<file path="config.mk">
export PLATFORM = sky130hd
export DESIGN_NAME = control_fsm
export DESIGN_NICKNAME = d
export VERILOG_FILES = /design/src/rtl/control_pkg.sv /design/src/rtl/control_fsm_bus_watchdog.sv /design/src/rtl/control_fsm.sv
export SDC_FILE = /design/constraint.sdc
export NUM_CORES = 1
export LEC_CHECK = 0
export CAP_MARGIN = 30
export CORE_MARGIN = 4
export CORE_UTILIZATION = 42
export CTS_CLUSTER_DIAMETER = 40
export CTS_CLUSTER_SIZE = 30
export DETAILED_ROUTE_END_ITERATION = 8
export PLACE_DENSITY = 0.75
export REMOVE_ABC_BUFFERS = 1
export SLEW_MARGIN = 5
export SYNTH_ARGS = -nofsm -noshare
export SYNTH_HDL_FRONTEND = slang
export SYNTH_SLANG_ARGS = --single-unit
</file>
<file path="constraint.sdc">
create_clock -name clk -period 1.7 [get_ports clk]
set_input_delay 0.17 -clock clk [delete_from_list [all_inputs] [get_ports clk]]
set_output_delay 0.17 -clock clk [all_outputs]
set_load 0.02 [all_outputs]
</file>
<file path="src/rtl/control_pkg.sv">
// Shared definitions for the RV32I multi-cycle sequencer: opcodes, state
// encoding, fault causes and datapath select encodings.
package control_pkg;

    // Major opcodes, instruction[6:0]
    localparam logic [6:0] OP_IMM   = 7'b0010011;
    localparam logic [6:0] LUI      = 7'b0110111;
    localparam logic [6:0] AUIPC    = 7'b0010111;
    localparam logic [6:0] OP       = 7'b0110011;
    localparam logic [6:0] JAL      = 7'b1101111;
    localparam logic [6:0] JALR     = 7'b1100111;
    localparam logic [6:0] BRANCH   = 7'b1100011;
    localparam logic [6:0] LOAD     = 7'b0000011;
    localparam logic [6:0] STORE    = 7'b0100011;
    localparam logic [6:0] MISC_MEM = 7'b0001111;
    localparam logic [6:0] SYSTEM   = 7'b1110011;

    // Sequencer states; the encoding is visible on the state port
    typedef enum logic [2:0] {
        FETCH  = 3'd0,
        DECODE = 3'd1,
        EXEC   = 3'd2,
        MEM    = 3'd3,
        MULDIV = 3'd4,
        WB     = 3'd5,
        HALT   = 3'd6,
        FAULT  = 3'd7
    } state_t;

    // Fault causes
    localparam logic [1:0] CAUSE_NONE    = 2'b00;
    localparam logic [1:0] CAUSE_TIMEOUT = 2'b01;
    localparam logic [1:0] CAUSE_ILLEGAL = 2'b10;

    // Write-data mux selects
    localparam logic [1:0] WD_ALU    = 2'b00;
    localparam logic [1:0] WD_PC4    = 2'b01;
    localparam logic [1:0] WD_MULDIV = 2'b10;
    localparam logic [1:0] WD_MEM    = 2'b11;

    // ALU operation used outside write-back (plain add)
    localparam logic [4:0] ALU_ADD = 5'b00000;

    // ALU operation during write-back. Only OP and the shift-right
    // immediates use bit30 to pick the alternate operation.
    function automatic logic [4:0] wb_alu_op(input logic [6:0] op,
                                             input logic [2:0] f3,
                                             input logic       b30);
        if (op == OP || (op == OP_IMM && f3 == 3'b101))
            return {1'b0, b30, f3};
        else if (op == OP_IMM)
            return {2'b00, f3};
        else if (op == BRANCH)
            return {2'b10, f3};
        else
            return ALU_ADD;
    endfunction

endpackage

</file>
<file path="src/rtl/control_fsm_bus_watchdog.sv">
// Memory-access watchdog. Counts consecutive un-acked request cycles and
// flags expiry on the cycle that would bring the count to all-ones, so an
// access faults after 2^TIMEOUT_W-1 un-acked cycles.
module bus_watchdog #(
    parameter int TIMEOUT_W = 4
) (
    input  logic clk,
    input  logic reset,
    input  logic clear,
    input  logic waiting,
    output logic expired
);

    localparam logic [TIMEOUT_W-1:0] LAST = ~TIMEOUT_W'(1);

    logic [TIMEOUT_W-1:0] count;

    assign expired = waiting && (count == LAST);

    // Count un-acked cycles; zero whenever no access is outstanding
    always_ff @(posedge clk) begin
        if (reset || clear)
            count <= '0;
        else if (waiting && !expired)
            count <= count + TIMEOUT_W'(1);
    end

endmodule

</file>
<file path="src/rtl/control_fsm.sv">
// Multi-cycle sequencer for the RV32I core. Optional mul/div sequencing is
// built when CONTROL_MULDIV_EN is defined.
//
// Memory handshake: mem_req is held high, with mem_addr_sel and mem_we
// stable, for every cycle spent in FETCH or MEM. mem_ack may rise in the same
// cycle as mem_req; the access completes at the clock edge where both are
// high. mem_ack outside FETCH/MEM is ignored.
module control_fsm
    import control_pkg::*;
#(
    parameter int TIMEOUT_W = 4,
    parameter int CNT_W     = 32
) (
    input  logic             clk,
    input  logic             reset,
    input  logic [6:0]       opcode,
    input  logic [2:0]       funct3,
    input  logic             bit20,
    input  logic             bit25,
    input  logic             bit30,
    input  logic             cmp_out,
    input  logic             mem_ack,
    input  logic             muldiv_done,
    output logic [2:0]       state,
    output logic             halted,
    output logic             fault,
    output logic [1:0]       fault_cause,
    output logic             pc_enable,
    output logic             pc_load,
    output logic             reg_re,
    output logic             reg_we,
    output logic             target_load,
    output logic             inst_load,
    output logic             mem_req,
    output logic             mem_we,
    output logic             mem_addr_sel,
    output logic             muldiv_start,
    output logic             retire,
    output logic             alu_sel1,
    output logic             alu_sel2,
    output logic [4:0]       alu_op,
    output logic [1:0]       wd_sel,
    output logic [CNT_W-1:0] instret
);

    state_t cur;
    logic   in_access;
    logic   wd_expired;
    logic   is_muldiv;

    assign state     = cur;
    assign in_access = (cur == FETCH) || (cur == MEM);

`ifdef CONTROL_MULDIV_EN
    logic muldiv_issued;
    assign is_muldiv    = (opcode == OP) && bit25;
    assign muldiv_start = (cur == MULDIV) && !muldiv_issued;
`else
    logic unused_muldiv_done;
    assign unused_muldiv_done = muldiv_done;
    assign is_muldiv    = 1'b0;
    assign muldiv_start = 1'b0;
`endif

    bus_watchdog #(.TIMEOUT_W(TIMEOUT_W)) u_watchdog (
        .clk     (clk),
        .reset   (reset),
        .clear   (!in_access || mem_ack),
        .waiting (in_access && !mem_ack),
        .expired (wd_expired)
    );

    // State transitions, sticky status flags and the retired counter
    always_ff @(posedge clk) begin
        if (reset) begin
            cur         <= FETCH;
            halted      <= 1'b0;
            fault       <= 1'b0;
            fault_cause <= CAUSE_NONE;
            instret     <= '0;
`ifdef CONTROL_MULDIV_EN
            muldiv_issued <= 1'b0;
`endif
        end else begin
            if (retire)
                instret <= instret + CNT_W'(1);
`ifdef CONTROL_MULDIV_EN
            muldiv_issued <= (cur == MULDIV);
`endif
            case (cur)
                FETCH, MEM: begin
                    // ack wins over a simultaneous watchdog expiry
                    if (mem_ack) begin
                        cur <= (cur == FETCH) ? DECODE : WB;
                    end else if (wd_expired) begin
                        cur         <= FAULT;
                        fault       <= 1'b1;
                        fault_cause <= CAUSE_TIMEOUT;
                    end
                end
                DECODE: begin
                    case (opcode)
                        SYSTEM: begin
                            if (bit20) begin
                                cur    <= HALT;
                                halted <= 1'b1;
                            end else begin
                                cur <= WB;
                            end
                        end
                        LOAD, STORE, JALR: cur <= EXEC;
                        OP: begin
                            if (!bit25) begin
                                cur <= WB;
                            end else begin
`ifdef CONTROL_MULDIV_EN
                                cur <= MULDIV;
`else
                                cur         <= FAULT;
                                fault       <= 1'b1;
                                fault_cause <= CAUSE_ILLEGAL;
`endif
                            end
                        end
                        OP_IMM, LUI, AUIPC, JAL, BRANCH, MISC_MEM: cur <= WB;
                        default: begin
                            cur         <= FAULT;
                            fault       <= 1'b1;
                            fault_cause <= CAUSE_ILLEGAL;
                        end
                    endcase
                end
                EXEC: cur <= (opcode == JALR) ? WB : MEM;
`ifdef CONTROL_MULDIV_EN
                MULDIV: begin
                    if (muldiv_done)
                        cur <= WB;
                end
`endif
                WB: cur <= FETCH;
                default: cur <= cur;
            endcase
        end
    end

    // Datapath strobes decoded from the current state and instruction
    always_comb begin
        pc_enable    = 1'b0;
        pc_load      = 1'b0;
        reg_re       = 1'b0;
        reg_we       = 1'b0;
        target_load  = 1'b0;
        inst_load    = 1'b0;
        mem_req      = 1'b0;
        mem_we       = 1'b0;
        mem_addr_sel = 1'b0;
        retire       = 1'b0;
        alu_sel1     = 1'b0;
        alu_sel2     = 1'b0;
        alu_op       = ALU_ADD;
        wd_sel       = WD_ALU;
        case (cur)
            FETCH: begin
                mem_req   = 1'b1;
                inst_load = mem_ack;
            end
            DECODE: begin
                reg_re      = 1'b1;
                target_load = 1'b1;
                alu_sel1    = 1'b1;
                alu_sel2    = 1'b1;
            end
            EXEC: begin
                alu_sel2    = 1'b1;
                target_load = (opcode == JALR);
            end
            MEM: begin
                mem_req      = 1'b1;
                mem_addr_sel = 1'b1;
                mem_we       = (opcode == STORE);
            end
            WB: begin
                pc_enable = 1'b1;
                retire    = 1'b1;
                reg_we    = (opcode == OP_IMM) || (opcode == LUI) || (opcode == OP) ||
                            (opcode == AUIPC) || (opcode == JAL) || (opcode == JALR) ||
                            (opcode == LOAD);
                pc_load   = ((opcode == BRANCH) && cmp_out) || (opcode == JAL) ||
                            (opcode == JALR);
                if (opcode == JAL || opcode == JALR)
                    wd_sel = WD_PC4;
                else if (opcode == LOAD)
                    wd_sel = WD_MEM;
                else if (is_muldiv)
                    wd_sel = WD_MULDIV;
                if (opcode == AUIPC) begin
                    alu_sel1 = 1'b1;
                    alu_sel2 = 1'b1;
                end else if (opcode == OP_IMM || opcode == LUI) begin
                    alu_sel2 = 1'b1;
                end
                alu_op = wb_alu_op(opcode, funct3, bit30);
            end
            default: begin
            end
        endcase
    end

endmodule

</file>
==> impl_results.md, run 1 <==
* Max-Cap Viols at 0
* Chip Height at 83.3 µm
* Metal-1 WL at 3.02 mm
* RSZ-0062 raised after global routing: true
* CTS Buffer Depth at 2
* Initial antenna violation count at 0
* Core area at 5510 µm²
* DP HPWL at 4.72 mm
* GP Congestion at 0.896
* Buffers on Ports at 74
* Tot GR Track Use at 0.186
* Yosys reg bits at 43
* Final period util at 0.995
* Worst skew pair latency at 290 ps
* Critical path's slowest cell: dfxtp_4
* Vias/cell at 5.19
* Largest net degree at the start of global routing at 31
* Crit. End Element: output pin
* Final Util at 0.706
* Setup slack after layout at 8.26 ps
* Design Area, Final at 3890 µm²
* Metal3 WL at 475 µm
* Total Wirelength at 6.79 mm
* WP data arrival at 1520 ps
* Worst Path Buf+Inv at 2
* Met2 WL post-DR at 3.23 mm
* Total grt overflow at 0
* CP peak stage delay at 370 ps
* Crit-path leading delay family: simple AND/OR/NAND/NOR gates
* Status: completed
* Area Overhead vs Synth at 63.4%
* Pleak at 1.64 nW
* Max Used Layer: met4
* Synth unique cells at 49
* Clk sinks at 43
* Syn Area/Cell at 7.91 µm²
* Hold WC Path Type: reg2reg
* Post-layout net count at 452
* CP Launch Type: flip-flop
* Setup TNS at 0 ps
* DR iter-0 viols at 116
* Residual DRC count at 0
* Die Wd at 83.3 µm
* Starting density of the core at 0.432
* Register area share after synthesis at 0.362
* Synthesized instance count at 301
* Peak supply drop at 537 µV
* Routed Antenna Nets at 0
* Vias at 2617
* CTS tree: done
* Core Rows at 27
* First-pass GRT wire length at 11.0 mm
* DIE AREA at 6930 µm²
* Cells along the critical path: nor2b_4, and2_4, nand2_4, a21oi_4, buf_6, and2_4, buf_6
* Fin cells at 504
* WL per Instance at 13.5 µm
* F_max at 591 MHz
* Pwr dens at 861 nW/µm²
* FILL cells at 424
* CP required at 1530 ps
* Warnings from Yosys at 0
* Max-slew violations at 0
* Final hold violation count at 0
* Mapped Area at 2380 µm²
* Placed Instances at 480
* Pre-CTS setup slack at -611 ps
* DP Area at 3500 µm²
* Layout cells sized above 1 at 0.280
* Total power at 3.35 mW
* Num CTS Buffers at 5
* Root Buffer: clkbuf_8
* Clock Skews at 5.31 ps
* Final Setup Violations at 0
* Final Critical Period at 1690 ps
* Worst Path Class, Setup: reg2out
* Top-Level Pins at 77
* First-pass detailed-route iteration total at 4
* ANT cells at 0
* Worst hold-check slack at 449 ps
* CTS HTree Levels at 2
* Vias in the first global route at 2411
* Clk pin slew, worst setup/hold paths at 80 ps
* Worst Path Max Fanout at 4
* Hold buffer count at CTS at 0
[flip-flops by register name, indices dropped and copies added (netlist names)]
signal            cells
instret              32
u_watchdog.count      4
state                 3
fault_cause           2
fault                 1
halted                1
[timing repair]
| action | CTS | global route |
|---|---|---|
| buffers inserted | 5 | 9 |
| hold endpoints to repair | 0 | 0 |
| pin swaps | 8 | 9 |
| resized for setup | 85 | 46 |
| endpoints found under the setup margin | 36 | 32 |
| gates cloned | 1 | 1 |
[Yosys cell counts (all sizes together)]
cell type,number,share of area
nand2b,7,0.018
or2,2,0.0053
a221oi,2,0.0074
mux2,1,0.0047
ha,3,0.016
inv,9,0.014
o22ai,2,0.0053
o21ai,8,0.017
a31oi,3,0.0079
a41o,1,0.0042
buf,8,0.021
nor2,55,0.087
a21oi,12,0.025
and4,2,0.0074
a211oi,1,0.0032
o2bb2ai,1,0.0037
o32a,1,0.0042
and3,9,0.024
or3,1,0.0026
nand4b,2,0.010
and2,8,0.021
mux2i,1,0.0042
o31a,2,0.0074
nor4b,1,0.0037
dfxtp,43,0.36
o21a,1,0.0032
o31ai,1,0.0032
nand4,18,0.047
nor2b,4,0.011
conb,1,0.0016
xnor2,7,0.026
nor4,5,0.022
nand2,18,0.028
clkbuf,8,0.013
nand3,15,0.032
a2111oi,2,0.0074
or4,1,0.0032
xor2,25,0.092
o41ai,1,0.0037
and3b,1,0.0037
nor3,6,0.013
nand3b,1,0.0032
nor3b,1,0.0032
[per-layer routing]
layer,track usage,vias up
met3,0.0575,6
li1,-,1308
met4,0.0550,0
met5,0,-
met1,0.233,1221
met2,0.305,82
[power by group]
part / leakage [nW] / switching [mW] / internal [mW]
Clock: 0.0505 / 0.341 / 0.370
Sequential: 0.350 / 0.0596 / 1.08
Combinational: 1.24 / 0.748 / 0.754
Total: 1.64 / 1.15 / 2.20
[worst register-to-register path, delay by kind of cell (launching register included)]
kind                      cells  cell delay, ps
and+or+nand+nor               4             660
DFF                           1             370
buffers and inverters         2             320
xor gates and xnor gates      1             150
[kinds of logic (layout without fill, tap and decap cells)]
kind of cell | Yosys count | after routing | synth area share
DFF | 43 | 43 | 0.362
AOI/OAI and AO/OA | 38 | 38 | 0.103
other | 1 | 1 | 0.00158
and+or+nand+nor | 157 | 157 | 0.344
adders and majority gates | 3 | 3 | 0.0158
buffers and inverters | 25 | 156 | 0.0473
muxes | 2 | 2 | 0.00894
xor gates and xnor gates | 32 | 32 | 0.118
[layout by cell type, fill, tap and decap left out, types with 3 or more instances in the layout]
cell type	synthesis	routed
a21oi_1	12	11
a31oi_1	3	3
and2_1	8	5
and2_4	0	3
and3_1	9	9
buf_2	3	6
buf_4	4	62
buf_6	0	5
clkbuf_2	0	3
clkbuf_8	0	7
clkdlybuf4s50_1	0	48
dfxtp_1	43	38
dfxtp_2	0	4
dlygate4sd2_1	0	7
dlymetal6s2s_1	0	3
ha_1	3	3
inv_1	9	9
nand2_1	18	17
nand2b_1	7	3
nand2b_4	0	3
nand3_1	15	13
nand4_1	18	18
nor2_1	55	52
nor2_2	0	3
nor2b_1	4	3
nor3_1	6	5
nor4_4	1	3
o21ai_0	7	7
xnor2_1	7	7
xor2_1	25	25
[cell type report]
type	count	area, µm²	share of cell area
Multi-Input combinational cell	233	1570	0.403
Timing Repair Buffer	139	1220	0.315
Sequential cell	43	870	0.224
Clock buffer	7	96.3	0.0248
Tap cell	72	90.1	0.0232
Inverter	9	33.8	0.00869
Clock inverter	1	7.51	0.00193
[final timing paths]
check	cells after the start	slack [ps]	end	from
setup / recovery	7	8	alu_op[2]	state[1]$_SDFFE_PP0P_
hold / removal	2	450	fault$_SDFFE_PP0P_	fault$_SDFFE_PP0P_
setup reg to reg	7	70	instret[22]$_SDFFE_PP0P_	state[1]$_SDFFE_PP0P_
hold reg to reg	2	450	fault$_SDFFE_PP0P_	fault$_SDFFE_PP0P_
(Power assumes the default switching activity.)
==> run 2: changes to the inputs <==
--- a/config.mk
+++ b/config.mk
@@ -5,13 +5,14 @@
 export SDC_FILE = /design/constraint.sdc
 export NUM_CORES = 1
 export LEC_CHECK = 0
+export ABC_AREA = 1
 export CAP_MARGIN = 30
-export CORE_MARGIN = 4
-export CORE_UTILIZATION = 42
+export CORE_UTILIZATION = 43
 export CTS_CLUSTER_DIAMETER = 40
 export CTS_CLUSTER_SIZE = 30
 export DETAILED_ROUTE_END_ITERATION = 8
-export PLACE_DENSITY = 0.75
+export GPL_TIMING_DRIVEN = 0
+export PLACE_DENSITY = 0.74
 export REMOVE_ABC_BUFFERS = 1
 export SLEW_MARGIN = 5
 export SYNTH_ARGS = -nofsm -noshare
==> impl_results.md, run 2 <==
* Status: complete, but fails checks
* Failing checks: negative setup slack
* Total grt overflow at 0 (unchanged)
* Max-slew violations at 0 (unchanged)
* Root Buffer: clkbuf_8
* Combinational fraction of design power at 0.426 (-0.023)
* Most frequent cells in the layout: nand2_1 (107), nor2_1 (49), clkdlybuf4s50_1 (47)
* Cells along the critical path: inv_1, nor3_4, nand3_2, nor3_4, buf_4, nand3_1, nand2_1, nor2_1
* Clock power frac at 0.233 (+0.021)
* Main flop type after synthesis: dfxtp_1
* CP Launch Type: flip-flop
* DP HPWL at 5.34 mm (+13%)
* Biggest register: instret
* Critical path's slowest cell: dfxtp_1
* Most used cell, CP: nor3_4
* Actual slew at the worst max-slew pin at 554 ps
* Syn Area/Cell at 6.28 µm² (-21%)
* CP required at 1910 ps (+380 ps)
* CTS HTree Levels at 2 (unchanged)
* ANT cells at 0 (unchanged)
* Setup slack after layout at -79.0 ps (-87.3 ps)
* Pleak at 1.80 nW (+9.9%)
* Top-count cell post-synth: nand2_1
* Hold WC Path Type: in2reg
* DR iter-0 viols at 217 (+87%)
* Synth area leader: dfxtp_1
* Layout cells sized above 1 at 0.285 (+0.00484)
* Routed Antenna Nets at 0 (unchanged)
* Die Wd at 81.3 µm (-2.3%)
* First-pass GRT wire length at 12.8 mm (+17%)
* Final Setup Violations at 7 (+7)
* Worst skew pair latency at 310 ps (+20 ps)
* Total power at 3.55 mW (+6.0%)
* Area Overhead vs Synth at 57.6%
* Core area at 5990 µm² (+8.8%)
* Largest register FFs at 32 (unchanged)
* Post-synth top area share at 0.318 (-0.0436)
* Crit-path leading delay family: simple AND/OR/NAND/NOR gates
* Total Wirelength at 8.89 mm (+31%)
* Vias at 3381 (+29%)
* Core Rows at 28 (+3.7%)
* RSZ-0062 raised after global routing: true
* Worst hold-check slack at 405 ps (-44.0 ps)
* WL per Instance at 14.2 µm (+5.3%)
* Asr flop ratio synth at 0 (unchanged)
* Clock Skews at 13.3 ps (+8.01 ps)
* Tot GR Track Use at 0.249 (+0.0629)
* Slew HR at 0.631
* GP Congestion at 0.858 (-4.3%)
* First-pass detailed-route iteration total at 5 (+1)
* Worst Path Buf+Inv at 2 (unchanged)
* Sw frac at 0.384 (+0.0414)
* DIE AREA at 6620 µm² (-4.6%)
* Synth unique cells at 39 (-20%)
* Warnings from Yosys at 0 (unchanged)
* Vias in the first global route at 2882 (+20%)
* Mapped Area at 2710 µm² (+14%)
* Post-layout net count at 571 (+26%)
* Final Critical Period at 1780 ps (+87.3 ps)
* Post-synth top cells: nand2_1 (121), nor2_1 (61), inv_1 (46)
* Synthesized instance count at 431 (+43%)
* Clk pin slew, worst setup/hold paths at 90 ps (about the same)
* Post-synth EDFFs at 0 (unchanged)
* Peak supply drop at 687 µV (+28%)
* Seq pwr share at 0.341 (+0.002)
* Buffers on Ports at 74 (unchanged)
* Synth top area cells: dfxtp_1 (32%), nand2_1 (17%), nor2_1 (8.5%), a21oi_1 (6.5%), inv_1 (6.4%)
* Largest net degree at the start of global routing at 23 (-26%)
* Internal power at 2.19 mW (-0.67%)
* CP peak stage delay at 480 ps (+110 ps)
* Hold buffer count at CTS at 0 (unchanged)
* Crit. End Element: flip-flop
* Starting density of the core at 0.452 (+0.0196)
* Switching power at 1.36 mW (+19%)
* Worst Path Class, Setup: reg2reg
* Final hold violation count at 0 (unchanged)
* Worst Path Max Fanout at 7 (+3)
* Commonest non-fill, non-tap cell in the layout: nand2_1
* Initial antenna violation count at 0 (unchanged)
* Yosys reg bits at 43 (unchanged)
* Max-Cap Viols at 0 (unchanged)
* F_max at 562 MHz (-4.9%)
* Num CTS Buffers at 5 (unchanged)
* Pwr dens at 833 nW/µm² (-3.4%)
* Final period util at 1.05 (+0.0513)
* Residual DRC count at 0 (unchanged)
* Vias/cell at 5.40 (+4.0%)
* Chip Height at 81.3 µm (-2.3%)
* Top-Level Pins at 77 (unchanged)
* Clk sinks at 43 (unchanged)
* Register area share after synthesis at 0.318 (-0.0436)
* WP data arrival at 1990 ps (+470 ps)
* Setup TNS at -244 ps (-244 ps)
* CTS Buffer Depth at 2 (unchanged)
* CTS tree: done
-- run 2: changes by cell type after synthesis, moves of 8 or more --
cell	before	now
nand2_1	18	121
inv_1	9	46
a21oi_1	12	35
xor2_1	25	2
nor3_1	6	18
nand4_1	18	8
and2_1	8	0
and3_1	9	1
-- run 2: kinds of logic after synthesis --
| family | count (synthesis) | synth area share |
|---|---|---|
| and+or+nand+nor | 257 | 0.438 |
| other | 1 | 0.00139 |
| buffers and inverters | 60 | 0.0874 |
| adders and majority gates | 3 | 0.0139 |
| xor gates and xnor gates | 6 | 0.0194 |
| DFF | 43 | 0.318 |
| AOI/OAI and AO/OA | 61 | 0.122 |
-- run 2: power by group through the flow --
stage          Clock, mW  Combinational [mW]  Sequential, mW
4_1_cts            0.829                1.28            1.19
3_3_place_gp           0                1.07            1.20
5_1_grt            0.870                1.61            1.22
3_5_place_dp           0                1.08            1.20
2_1_floorplan          0               0.584            1.26
6_report           0.826                1.51            1.21
-- run 2: cell type report --
cell class	instances	area [µm²]
clock inverter	3	43.8
sequential	43	890
inverter	52	206
clock buffer	5	68.8
fill	474	1730
timing repair buffer	119	1070
multi-input combinational	329	1890
tap	75	93.8
-- run 2: final timing paths --
kind | from | to | slack, ps | cells past startpoint
max | instret[4]$_SDFFE_PP0P_ | instret[26]$_SDFFE_PP0P_ | -80 | 8
min | reset | instret[18]$_SDFFE_PP0P_ | 400 | 2
max reg2reg | instret[4]$_SDFFE_PP0P_ | instret[26]$_SDFFE_PP0P_ | -80 | 8
min reg2reg | fault$_SDFFE_PP0P_ | fault$_SDFFE_PP0P_ | 460 | 2
-- run 2: layer usage --
metal	part of all wire	global-route usage
met2	0.48	0.410
met5	0	0
met4	0.023	0.0571
met3	0.059	0.0596
met1	0.43	0.325
-- run 2: through the flow --
step | instance area, µm² | setup WS [ps] | utilization | std cells
after floorplan | 2670 | -288 | - | 423
after global placement | 3500 | -868 | 0.584 | 572
after detailed placement | 3500 | -884 | 0.584 | 572
after CTS | 3880 | -88.3 | 0.647 | 604
after global routing | 4260 | -174 | 0.712 | 626
final | 4260 | -79.0 | 0.712 | 626
-- run 2: repair_timing --
| action | CTS | global route |
|---|---|---|
| pin swaps | 14 | 19 |
| cloned | 0 | 1 |
| buffers inserted | 24 | 21 |
| resized for setup | 113 | 71 |
| endpoints found under the hold margin | 0 | 0 |
| setup endpoints to repair | 49 | 39 |
==> RTL edit 1, RTL diff (flow settings as in run 1) <==
The option `CONTROL_MULDIV_EN` is turned on by a define.
--- a/src/rtl/control_fsm.sv
+++ b/src/rtl/control_fsm.sv
@@ -7,2 +7,4 @@
 // high. mem_ack outside FETCH/MEM is ignored.
+`define CONTROL_MULDIV_EN
+
 module control_fsm
Behaviour: not the same (Yosys sat finds a counterexample within 4 cycles, from zero or initial values and one cycle with reset high).
==> RTL edit 1 against run 1 <==
The flow now finishes with violations (negative setup slack); final cell count decreased by 0.60%; clock skew increased by 0.0089 ns; total power decreased by 1.1%; synthesized cell count increased by 1.0%; worst setup slack got worse by 0.087 ns; count of clock-buffer cells in the layout decreased by 1; global-route usage increased by 1.6 points; utilization decreased by 2.3 points; sequential cell count increased by 1; area after synthesis increased by 1.3%; wire length increased by 4.0%; final area decreased by 2.6%.
==> RTL edit 1: results <==
<?xml version="1.0" encoding="UTF-8"?>
<metrics>
  <group name="run_status">
    <metric name="run_status" unit="">finished with violations</metric>
    <metric name="failed_checks" unit="">negative setup slack</metric>
  </group>
  <group name="timing">
    <metric name="finClkSkew" unit="ns">0.01424</metric>
    <metric name="post-route-worst-setup-slack" unit="ns">-0.07880</metric>
    <metric name="setup_viol" unit="">5</metric>
  </group>
  <group name="power_and_ir_drop">
    <metric name="internal_power" unit="mW">2.186</metric>
    <metric name="p_leak" unit="nW">1.586</metric>
  </group>
  <group name="finish">
    <metric name="num-fill-cells" unit="">478</metric>
    <metric name="design.final.nets" unit="">449</metric>
    <metric name="num-clock-buffers" unit="">6</metric>
    <metric name="stdcell_count" unit="">501</metric>
    <metric name="layout.non_clock_inverters" unit="">11</metric>
    <metric name="syn2layout_area_growth" unit="%">57.03</metric>
  </group>
  <group name="placement">
    <metric name="placed_cells" unit="">488</metric>
    <metric name="dp.final_hpwl" unit="µm">5167</metric>
  </group>
  <group name="grt">
    <metric name="number_of_global_route_vias_before_repair" unit="">2598</metric>
    <metric name="grt_pass1_wl" unit="µm">11850</metric>
  </group>
  <group name="synthesis">
    <metric name="synth_fa_ha_area_share" unit="%">1.557</metric>
    <metric name="yosys-top-cells-area" unit="">sky130_fd_sc_hd__dfxtp_1, sky130_fd_sc_hd__xor2_1, sky130_fd_sc_hd__nor2_1, sky130_fd_sc_hd__nand3_1, sky130_fd_sc_hd__nand4_1</metric>
    <metric name="synth_cells" unit="">304</metric>
    <metric name="synth.mux.area_fraction" unit="%">0.4152</metric>
    <metric name="synth_compound_gate_area_share" unit="%">11.99</metric>
  </group>
  <group name="cts">
    <metric name="tritoncts_num_sinks" unit="">44</metric>
    <metric name="postcts_setup_bufs" unit="">1</metric>
  </group>
  <group name="detailed_routing">
    <metric name="detail_route.vias_per_cell" unit="">5.359</metric>
  </group>
</metrics>
-- RTL edit 1: cell count changes after synthesis, moves of 3 or more --
cell / run 1 / this run
sky130_fd_sc_hd__a21oi_1: 12 / 18
sky130_fd_sc_hd__or3_1: 1 / 7
sky130_fd_sc_hd__o21ai_0: 7 / 12
sky130_fd_sc_hd__nand3_1: 15 / 19
sky130_fd_sc_hd__nor2_1: 55 / 51
sky130_fd_sc_hd__xnor2_1: 7 / 3
sky130_fd_sc_hd__and3_1: 9 / 6
sky130_fd_sc_hd__buf_4: 4 / 1
sky130_fd_sc_hd__nand4_1: 18 / 15
sky130_fd_sc_hd__nor3_1: 6 / 9
-- RTL edit 1: worst paths after layout --
| kind | cells after the start | endpoint | startpoint | slack, ns |
|---|---|---|---|---|
| max reg2reg | 5 | instret[31] | instret[18] | 0.08 |
| min reg2reg | 1 | fault_cause[1] | fault_cause[1] | 0.47 |
| max | 5 | wd_sel[1] | state[1] | -0.08 |
| min | 1 | fault_cause[1] | fault_cause[1] | 0.47 |
==> RTL edit 2, RTL diff (config.mk and constraints of run 1) <==
Made on the original files. Register the output `fault` once more, cleared by the reset; this adds one clock of latency there. The other outputs are not delayed to match.
--- a/src/rtl/control_fsm.sv
+++ b/src/rtl/control_fsm.sv
@@ -45,2 +45,4 @@
 
+    logic fault_s0;
+
     state_t cur;
@@ -77,3 +79,3 @@
             halted      <= 1'b0;
-            fault       <= 1'b0;
+            fault_s0    <= 1'b0;
             fault_cause <= CAUSE_NONE;
@@ -96,3 +98,3 @@
                         cur         <= FAULT;
-                        fault       <= 1'b1;
+                        fault_s0    <= 1'b1;
                         fault_cause <= CAUSE_TIMEOUT;
@@ -119,3 +121,3 @@
                                 cur         <= FAULT;
-                                fault       <= 1'b1;
+                                fault_s0    <= 1'b1;
                                 fault_cause <= CAUSE_ILLEGAL;
@@ -127,3 +129,3 @@
                             cur         <= FAULT;
-                            fault       <= 1'b1;
+                            fault_s0    <= 1'b1;
                             fault_cause <= CAUSE_ILLEGAL;
@@ -208,2 +210,10 @@
 
+    always_ff @(posedge clk) begin
+        if (reset) begin
+            fault <= '0;
+        end else begin
+            fault <= fault_s0;
+        end
+    end
+
 endmodule
Function: changed (a bounded check fails within 4 cycles, from zero or initial values and one cycle with reset high).
==> RTL edit 2 against run 1 <==
The run now ends with negative setup slack left; worst setup slack lost 0.098 ns; area after synthesis grew 3.7%; final area grew 4.0%; largest power group is now sequential cells; highest routed layer unchanged; fmax shrank 5.5%; count of clock-buffer cells in the layout is the same; utilization grew 1.5 points; die area grew 3.4%; wire length grew 13%; first-iteration DRC count grew 20%; sequential share of layout area shrank 0.33 points; sequential cell count grew 1; clock skew grew 0.0028 ns; non-clock buffer count grew 3; total power shrank 24%.
==> RTL edit 2: results <==
<?xml version="1.0" encoding="UTF-8"?>
<metrics>
  <group name="critical_path">
    <metric name="worst-endpoint-arrival" unit="ns">1.62</metric>
    <metric name="crit_end" unit="">mem_we</metric>
    <metric name="worstReg2RegStart" unit="">state[2]</metric>
    <metric name="setup.reg_to_reg.worst_slack" unit="ns">0.02</metric>
    <metric name="reg2regPathDepth" unit="">6</metric>
    <metric name="crit_fanout" unit="">12</metric>
  </group>
  <group name="grt">
    <metric name="maximum_number_of_pins_on_one_net_before_global_route_repair" unit="">24</metric>
    <metric name="groute.layer.met2.usage" unit="%">35.52</metric>
    <metric name="all_layer_gr_usage" unit="%">21.19</metric>
    <metric name="grt_pass1_wl" unit="µm">12650</metric>
    <metric name="grt.met3_usage" unit="%">4.514</metric>
    <metric name="global_route_met1_usage" unit="%">25.93</metric>
    <metric name="number_of_global_route_vias_before_repair" unit="">2706</metric>
  </group>
  <group name="hold_path">
    <metric name="hold_path_end" unit="">fault</metric>
  </group>
  <group name="timing">
    <metric name="finClkSkew" unit="ns">0.008093</metric>
    <metric name="fin_hold_ws" unit="ns">0.4815</metric>
    <metric name="setup_viol" unit="">1</metric>
    <metric name="post-route-worst-setup-slack" unit="ns">-0.08964</metric>
  </group>
  <group name="synthesis">
    <metric name="synth.mux.area_fraction" unit="%">0.4055</metric>
    <metric name="yosys-top-cells-area" unit="">sky130_fd_sc_hd__dfxtp_1, sky130_fd_sc_hd__xor2_1, sky130_fd_sc_hd__nor2_1, sky130_fd_sc_hd__nand2_1, sky130_fd_sc_hd__nand4_1</metric>
    <metric name="synth_fa_ha_area_share" unit="%">1.521</metric>
    <metric name="seq_area_frac_synth" unit="%">35.68</metric>
    <metric name="synth_commonest_cells" unit="">sky130_fd_sc_hd__dfxtp_1, sky130_fd_sc_hd__nor2_1, sky130_fd_sc_hd__nand2_1, sky130_fd_sc_hd__xor2_1, sky130_fd_sc_hd__a21oi_1</metric>
    <metric name="synth_cell_type_count" unit="">52</metric>
  </group>
  <group name="detailed_routing">
    <metric name="detail_route.vias_per_cell" unit="">5.262</metric>
  </group>
  <group name="placement">
    <metric name="dpl-instance-area" unit="µm²">3691</metric>
    <metric name="placed_cells" unit="">493</metric>
  </group>
  <group name="finish">
    <metric name="design.final.nets" unit="">455</metric>
  </group>
  <group name="run_status">
    <metric name="run_status" unit="">finished with violations</metric>
    <metric name="failed_checks" unit="">negative setup slack</metric>
  </group>
  <group name="floorplan">
    <metric name="width_of_the_chip" unit="µm">84.67</metric>
  </group>
  <group name="power_and_ir_drop">
    <metric name="share_clk_of_total_power" unit="%">27.4</metric>
    <metric name="power.combinational.fraction" unit="%">29.7</metric>
  </group>
</metrics>
## RTL edit 2: final cells by class
cell class | count | area [µm²]
Inverter | 13 | 48.80
Clock inverter | 1 | 7.507
Multi-Input combinational cell | 228 | 1704
Clock buffer | 7 | 86.33
Timing Repair Buffer | 142 | 1215
Tap cell | 72 | 90.09
Sequential cell | 44 | 890.9
Fill cell | 457 | 1565
## RTL edit 2: worst max-delay path, cell delays in order (launching register included)
cell                      delay (ns)
sky130_fd_sc_hd__dfxtp_1        0.35
sky130_fd_sc_hd__buf_4          0.23
sky130_fd_sc_hd__and3_1         0.25
sky130_fd_sc_hd__nor3b_1        0.28
sky130_fd_sc_hd__buf_2          0.22
## RTL edit 2: timing repair
action,CTS,global route
setup buffers,2,4
resized for setup,104,36
cloned,0,0
endpoints found under the hold margin,0,0
setup endpoints to repair,35,33
pin swaps,5,12
## RTL edit 2: per-layer routing
metal	up-vias	share of wire [%]
met4	0	3.2
met3	25	4.9
met1	1250	43
met2	76	49
li1	1317	-
met5	-	0
